### config.mk
export PLATFORM = sky130hd
export DESIGN_NAME = satatrn_txmux
export DESIGN_NICKNAME = d
export VERILOG_FILES = /design/src/rtl/satatrn_txmux.sv
export SDC_FILE = /design/constraint.sdc
export NUM_CORES = 1
export LEC_CHECK = 0
export ABC_AREA = 1
export CELL_PAD_IN_SITES_DETAIL_PLACEMENT = 0
export CELL_PAD_IN_SITES_GLOBAL_PLACEMENT = 1
export CORE_UTILIZATION = 27
export DETAILED_ROUTE_END_ITERATION = 6
export PLACE_DENSITY = 0.79
export SYNTH_ARGS = -nofsm -noshare
export SYNTH_HDL_FRONTEND = slang
export SYNTH_SLANG_ARGS = --single-unit
### constraint.sdc
create_clock -name i_phy_clk -period 1.8 [get_ports i_phy_clk]
set_input_delay 0.18 -clock i_phy_clk [delete_from_list [all_inputs] [get_ports i_phy_clk]]
set_output_delay 0.18 -clock i_phy_clk [all_outputs]
set_load 0.05 [all_outputs]
### src/rtl/satatrn_txmux.sv
// SATA transport transmit arbiter: merges round-robin register-FIS channels and a
// gated DATA payload source (with generated headers and length splitting) onto one FIS stream.
module satatrn_txmux #(
    parameter int NCHAN           = 2,
    parameter int MAXDATA         = 2048,
    parameter bit OPT_LOWPOWER    = 1'b0,
    localparam int SRCW           = $clog2(NCHAN + 1)
) (
    input  logic                  i_phy_clk,
    input  logic                  i_phy_reset_n,
    input  logic [NCHAN-1:0]      i_reg_valid,
    output logic [NCHAN-1:0]      o_reg_ready,
    input  logic [32*NCHAN-1:0]   i_reg_data,
    input  logic [NCHAN-1:0]      i_reg_last,
    input  logic                  i_txgate,
    input  logic                  i_data_valid,
    output logic                  o_data_ready,
    input  logic [31:0]           i_data_data,
    input  logic                  i_data_last,
    output logic                  o_valid,
    input  logic                  i_ready,
    output logic [31:0]           o_data,
    output logic                  o_last,
    output logic [SRCW-1:0]       o_src
);

    localparam int CHW  = (NCHAN > 1) ? $clog2(NCHAN) : 1;
    localparam int CNTW = $clog2(MAXDATA);
    localparam logic [31:0] DATA_HDR = {8'h46, 24'h0};

    typedef enum logic [1:0] {IDLE, REG, DATA} state_t;

    state_t           state_reg;
    logic [CHW-1:0]   ptr_reg;
    logic [CHW-1:0]   ch_reg;
    logic [CNTW-1:0]  cnt_reg;
    logic             gate_meta_reg;
    logic             gate_s_reg;

    logic [31:0]      chan_data [NCHAN];
    logic             adv;
    logic             data_win;
    logic             any_valid;
    logic             found;
    logic [CHW-1:0]   grant;
    logic [CHW-1:0]   idx_c;
    logic [CHW-1:0]   ptr_next;
    logic             data_last_eff;

    for (genvar gi = 0; gi < NCHAN; gi++) begin : g_unpack
        assign chan_data[gi] = i_reg_data[32*gi +: 32];
    end

    assign adv           = !o_valid || i_ready;
    assign data_win      = gate_s_reg && i_data_valid;
    assign any_valid     = |i_reg_valid;
    assign data_last_eff = i_data_last || (cnt_reg == CNTW'(MAXDATA - 1));
    assign ptr_next      = (grant == CHW'(NCHAN - 1)) ? '0 : grant + 1'b1;

    // First valid channel at or after the pointer, wrapping modulo NCHAN.
    always_comb begin
        found = 1'b0;
        grant = '0;
        idx_c = '0;
        for (int i = 0; i < NCHAN; i++) begin
            idx_c = CHW'((int'(ptr_reg) + i) % NCHAN);
            if (!found && i_reg_valid[idx_c]) begin
                found = 1'b1;
                grant = idx_c;
            end
        end
    end

    always_comb begin
        o_reg_ready  = '0;
        o_data_ready = 1'b0;
        case (state_reg)
            IDLE: if (adv && !data_win && any_valid) o_reg_ready[grant] = 1'b1;
            REG:  o_reg_ready[ch_reg] = adv;
            DATA: o_data_ready = adv;
            default: ;
        endcase
    end

    always_ff @(posedge i_phy_clk or negedge i_phy_reset_n) begin
        if (!i_phy_reset_n) begin
            state_reg     <= IDLE;
            ptr_reg       <= '0;
            ch_reg        <= '0;
            cnt_reg       <= '0;
            gate_meta_reg <= 1'b0;
            gate_s_reg    <= 1'b0;
            o_valid       <= 1'b0;
            o_data        <= '0;
            o_last        <= 1'b0;
            o_src         <= '0;
        end else begin
            gate_meta_reg <= i_txgate;
            gate_s_reg    <= gate_meta_reg;
            if (adv) begin
                // Bubble by default; each branch below overrides when a word is loaded.
                o_valid <= 1'b0;
                if (OPT_LOWPOWER) begin
                    o_data <= '0;
                    o_last <= 1'b0;
                    o_src  <= '0;
                end
                case (state_reg)
                    IDLE: begin
                        if (data_win) begin
                            o_valid   <= 1'b1;
                            o_data    <= DATA_HDR;
                            o_last    <= 1'b0;
                            o_src     <= SRCW'(NCHAN);
                            cnt_reg   <= '0;
                            state_reg <= DATA;
                        end else if (any_valid) begin
                            o_valid <= 1'b1;
                            o_data  <= chan_data[grant];
                            o_last  <= i_reg_last[grant];
                            o_src   <= SRCW'(grant);
                            ptr_reg <= ptr_next;
                            if (!i_reg_last[grant]) begin
                                ch_reg    <= grant;
                                state_reg <= REG;
                            end
                        end
                    end
                    REG: begin
                        if (i_reg_valid[ch_reg]) begin
                            o_valid <= 1'b1;
                            o_data  <= chan_data[ch_reg];
                            o_last  <= i_reg_last[ch_reg];
                            o_src   <= SRCW'(ch_reg);
                            if (i_reg_last[ch_reg]) state_reg <= IDLE;
                        end
                    end
                    DATA: begin
                        if (i_data_valid) begin
                            o_valid <= 1'b1;
                            o_data  <= i_data_data;
                            o_last  <= data_last_eff;
                            o_src   <= SRCW'(NCHAN);
                            cnt_reg <= cnt_reg + 1'b1;
                            if (data_last_eff) state_reg <= IDLE;
                        end
                    end
                    default: state_reg <= IDLE;
                endcase
            end
        end
    end

endmodule
# --- Yosys cells after proc, flatten, opt, wreduce, memory -nomap -nowiden ---
# Index checks and enable logic that the tools add are counted.
classes:
  order_cmp: 8
  addsub: 3
  n_reduce_logical: 20
  bitwise_logic: 5
  muxes: 58
  eq_ne: 10
ops:
  columns: ["op", "count"]
  rows:
  - ["two-way mux 32 bit", 10]
  - ["one-hot mux 32 bit (3 select lines)", 1]
  - ["two-way mux 1 bit", 25]
  - ["two-way mux 2 bit", 12]
  - ["two-way mux 11 bit", 2]
  - ["one-hot mux 11 bit (2 select lines)", 1]
  - ["one-hot mux 2 bit (3 select lines)", 2]
  - ["adder 11 x 1 -> 11 bit, second input constant", 1]
  - ["== test 11 bit, second input constant", 1]
  - ["!= test 2 bit, second input constant", 5]
  - ["AND reduction 5 bit", 2]
  - ["< comparator 1 x 2 -> 1 bit, second input constant", 4]
  - ["AND reduction 4 bit", 2]
  - ["AND reduction 7 bit", 1]
  - ["logical AND 1 bit", 6]
  - ["!= test 3 bit, second input constant", 2]
  - ["one-hot mux 1 bit (3 select lines)", 2]
  - ["greater-or-equal comparator 2 bit, second input constant", 2]
  - ["inverter 1 -> 2 bit", 2]
  - ["one-hot mux 2 bit (2 select lines)", 1]
  - ["logical NOT 1 bit", 3]
  - ["nonzero test 3 bit", 1]
  - ["adder 1 bit, second input constant", 2]
  - ["AND 2 bit", 1]
  - ["9 further kinds", 13]
word_totals:
  register_bits: 53
  out_inout_bits: 39
  word_cells: 114
  inputBits: 106

# --- Logic depth before layout (Yosys ltp) ---
depth:
  ltp_word: 13
  ltp_mapped: 13
  mapped_depth_nobuf: 11

# --- Worst setup path after synthesis ---
# No wires, ideal clock.
synth_timing:
  path_kind: "register to output"
  startpoint: "reg state_reg[0]"
  endpoint: "out o_data_ready"
  stages_incl_launch_ff: 7
  required_time_ns: 1.620
  t_arrival_ns: 1.753
  slack_ns: -0.133
  path_buffers: 2
  path_cell_list: "dfrtp_1 -> inv_1 -> ha_1 -> buf_2 -> buf_2 -> inv_1 -> nor2_1"
synth_via:
  elab_chain_len: 2
synth_rtl:
  columns: ["item", "line_no", "source"]
  rows:
  - ["start, declared", "33", "state_t state_reg;"]
  - ["start signal, assigned", "87", "state_reg <= IDLE;"]
  - ["start signal, assigned", "116", "state_reg <= DATA;"]
  - ["start signal, assigned", "125", "state_reg <= REG;"]
  - ["== test 2 bit", "77", "case (state_reg)"]
  - ["two-way mux 1 bit", "77", null]
  - ["end, declared", "17", "output logic o_data_ready,"]
# No other way between the ends.

# --- Worst setup path in the final report ---
layout_timing:
  startpoint: "reg state_reg[1]"
  endpoint: "out o_reg_ready[0]"
layout_via:
  elab_chain_len: 2
  elab_cells_between_ends: 3
  classes_between: "eq/ne: 1; mux: 1; reduce/logical: 1"
layout_rtl:
  columns: ["item", "line_no", "source"]
  rows:
  - ["== test 2 x 1 -> 1 bit / logical NOT 2 bit (equally long branches)", "77", null]
  - ["one-hot mux 2 bit (2 select lines) (*)", "77", null]
  - ["end, declared", "12", "output logic [NCHAN-1:0] o_reg_ready,"]
# Every way passes the cells marked *; elsewhere a longest branch is shown, timed or not.

==> reports/results.txt <==
Largest fanout on the critical path: 2
Fillers: 1345
Max FFs per register: 32
Drt first-iter violations: 253
R2r setup slk: 0.10 ns
Combinational fraction of design power: 66.4%
Placed cell area: 5510 um2
Placer Congestion: 0.849
Int Power: 4.49 mW
Final wirelength: 12500 um
DR WL/cell: 13.7 um
Final Hold Violating Endpoints: 0
FF/Latch Area: 1330 um2
Asr flop ratio synth: 100%
Sequential Power Share: 21.0%
Die ar.: 14300 um2
Antenna violations before repair: 0
Ports: 145
Initial Util: 27.9%
Syn_nets: 685
Register area share after synthesis: 35.4%
Clock sinks: 53
CTS tree: built
Fraction of layout cells with a size suffix above 1: 10.3%
Critical Path RT: 1.62 ns
Outcome: complete, no violations
Synth-to-Final Area Change: 54.7%
Largest net degree at the start of global routing: 54
CP startpoint: state_reg[1]$_DFFE_PN0P_
Lkg Pwr: 2.79 nW
Worst-margin pin slew: 0.537 ns
Post-synth EDFFs: 0
Synth area leader: dfrtp_1
N_diodes: 0
Synth Warn #: 0
RR Startpoint: state_reg[1]$_DFFE_PN0P_
Worst-path cell chain: inv_2, ha_4, nand2_2, nor3_2, inv_1, nor2_2, inv_1, nand2_2, buf_12
Switching share of power: 49.8%
# nets final: 846
WP data arrival: 1.57 ns
WS Path Type: register to output pin
Root Driver: clkbuf_16
Most common cell after layout, fill and taps aside: nand2_1
Core area: 13400 um2
Fin Hold WS: 0.335 ns
Row count: 42
Ranking of synthesized cells by area: dfrtp_1, nand2_1, inv_1
Vias/cell: 4.55
Max-slew violation count: 0
Unrepaired setup endpoints after global routing: yes
Vias: 4149
CTS Buf Count: 5
Final period utilization: 97.2%
Last element of the critical path: o_reg_ready[0]
IO Port Bufs: 144
First-pass GRT wire length: 20100 um
Clock latency on the worst-skew pair: 0.29 ns
H-Tree Depth: 2
Flops & latches, synth: 53
Tmin final: 1.75 ns
Average cell area after synthesis: 6.52 um2
Clock power frac: 12.7%
Worst Skew: 0.00437 ns
Post-DP HPWL: 9380 um
Final setup fails: 0
Post-synthesis cell count: 574
Critical path's largest stage delay: 0.40 ns
Synth unique cells: 28
Max cap viols: 0
Maximum VDD drop: 860 uV
Most frequent cells in the layout: nand2_1, clkdlybuf4s50_1, inv_1
Total Power: 8.95 mW
Residual DRC: 0
Post-route design area: 5790 um2
Synth Cell Area: 3740 um2
Setup crit end kind: output pin
P_sw: 4.46 mW
Die Wd: 120 um
CP startpoint kind: register
Reg2Reg Depth: 8
HP Class: input pin to register
PwrDens: 1550 nW/um2
Yosys top cell area share: 35.4%
Total track usage: 17.5%
GRT overflow: 0
Slew margin rel.: 64.1%
Area occupied by multi-input gates: 2060 um2
Clk pin slew, worst setup/hold paths: 0.07 ns
Ys flop type: dfrtp_1
Routed Antenna Nets: 0
Longest Clk Path Bufs: 2
Crit-path slowest cell: dfrtp_1
Die Ht: 120 um
Fmax: 572 MHz
DRT Pass-1 Iters: 4
R2R Path End: o_data[26]$_DFFE_PN0P_
Vias in the first global route: 4185
[layer usage]
metal,GRT usage [%],share of wire [%],vias to the layer above,wire (um)
met5,0,0,-,0
met4,5.08,1.7,0,216
met3,3.80,7.1,19,885
met2,30.3,47,143,5860
met1,21.7,44,1863,5560
li1,-,-,2124,-
[power groups by stage]
stage	Clock [mW]	Combinational [mW]	Sequential, mW
3_3_place_gp	0	5.68	1.89
3_5_place_dp	0	5.73	1.89
6_report	1.13	5.94	1.88
4_1_cts	1.17	5.86	1.88
5_1_grt	1.21	6.47	1.93
2_1_floorplan	0	2.71	2.97
[worst min path at each step]
stage,depth (start not counted),slack [ns],start,to
2_1_floorplan,0,-0.12,i_phy_reset_n,ch_reg$_DFFE_PN0P_
4_1_cts,1,0.33,i_txgate,gate_meta_reg$_DFF_PN0_
5_1_grt,1,0.33,i_txgate,gate_meta_reg$_DFF_PN0_
6_report,1,0.33,i_txgate,gate_meta_reg$_DFF_PN0_
3_5_place_dp,2,0.20,i_phy_reset_n,cnt_reg[10]$_DFFE_PN0P_
3_3_place_gp,2,0.21,i_phy_reset_n,cnt_reg[10]$_DFFE_PN0P_
[repair_timing]
action | CTS | global route
buffers inserted | 1 | 3
resized for setup | 11 | 5
endpoints found under the setup margin | 28 | 45
gates cloned | 0 | 1
hold endpoints to repair | 53 | 0
hold buffers | 1 | 0
pin swaps | 1 | 1
[synth_stat cells, types with 2 or more instances]
| cell | n |
|---|---|
| a21oi_1 | 20 |
| a22oi_1 | 2 |
| buf_2 | 9 |
| buf_4 | 6 |
| buf_6 | 6 |
| clkbuf_1 | 2 |
| dfrtp_1 | 53 |
| ha_1 | 5 |
| inv_1 | 61 |
| inv_2 | 5 |
| nand2_1 | 262 |
| nand2_2 | 4 |
| nand2_4 | 2 |
| nand3_1 | 32 |
| nand3_2 | 2 |
| nand3b_1 | 17 |
| nand4_1 | 13 |
| nor2_1 | 18 |
| nor2_4 | 2 |
| nor3_1 | 3 |
| o211ai_1 | 3 |
| o21ai_0 | 32 |
| o21ai_1 | 10 |
[layout make-up]
cell class | count | share of cell area (%)
Timing Repair Buffer | 177 | 30.3
Multi-Input combinational cell | 431 | 35.5
Inverter | 67 | 4.43
Clock buffer | 6 | 2.40
Sequential cell | 53 | 22.9
Clock inverter | 2 | 0.648
Tap cell | 176 | 3.80
[worst max-delay path: cells and delay by family, from the launching register on]
kind / cells / cell delay [ns]
simple gates: 4 / 0.35
buf+inv: 4 / 0.37
fa+ha+maj: 1 / 0.15
flops: 1 / 0.40
[cell families (layout without fill, tap and decap cells)]
| logic type | after synthesis | after routing | synth area share (%) |
|---|---|---|---|
| and+or+nand+nor | 356 | 356 | 41.3 |
| AOI/OAI and AO/OA | 70 | 70 | 10.5 |
| buffers and inverters | 90 | 252 | 11.2 |
| adders and majority gates | 5 | 5 | 1.67 |
| DFF | 53 | 53 | 35.4 |
[through the flow]
step / util, % / TNS, ns / setup WS [ns] / instances
2_1_floorplan: - / 0 / 0.0196 / 574
6_report: 43.2 / 0 / 0.0503 / 912
3_5_place_dp: 41.1 / -0.325 / -0.0478 / 898
4_1_cts: 42.9 / 0 / 0.00613 / 908
3_3_place_gp: 41.1 / -0.468 / -0.0271 / 898
5_1_grt: 43.2 / -0.0309 / -0.0253 / 912
No activity file was read; power rests on OpenSTA's default activity.
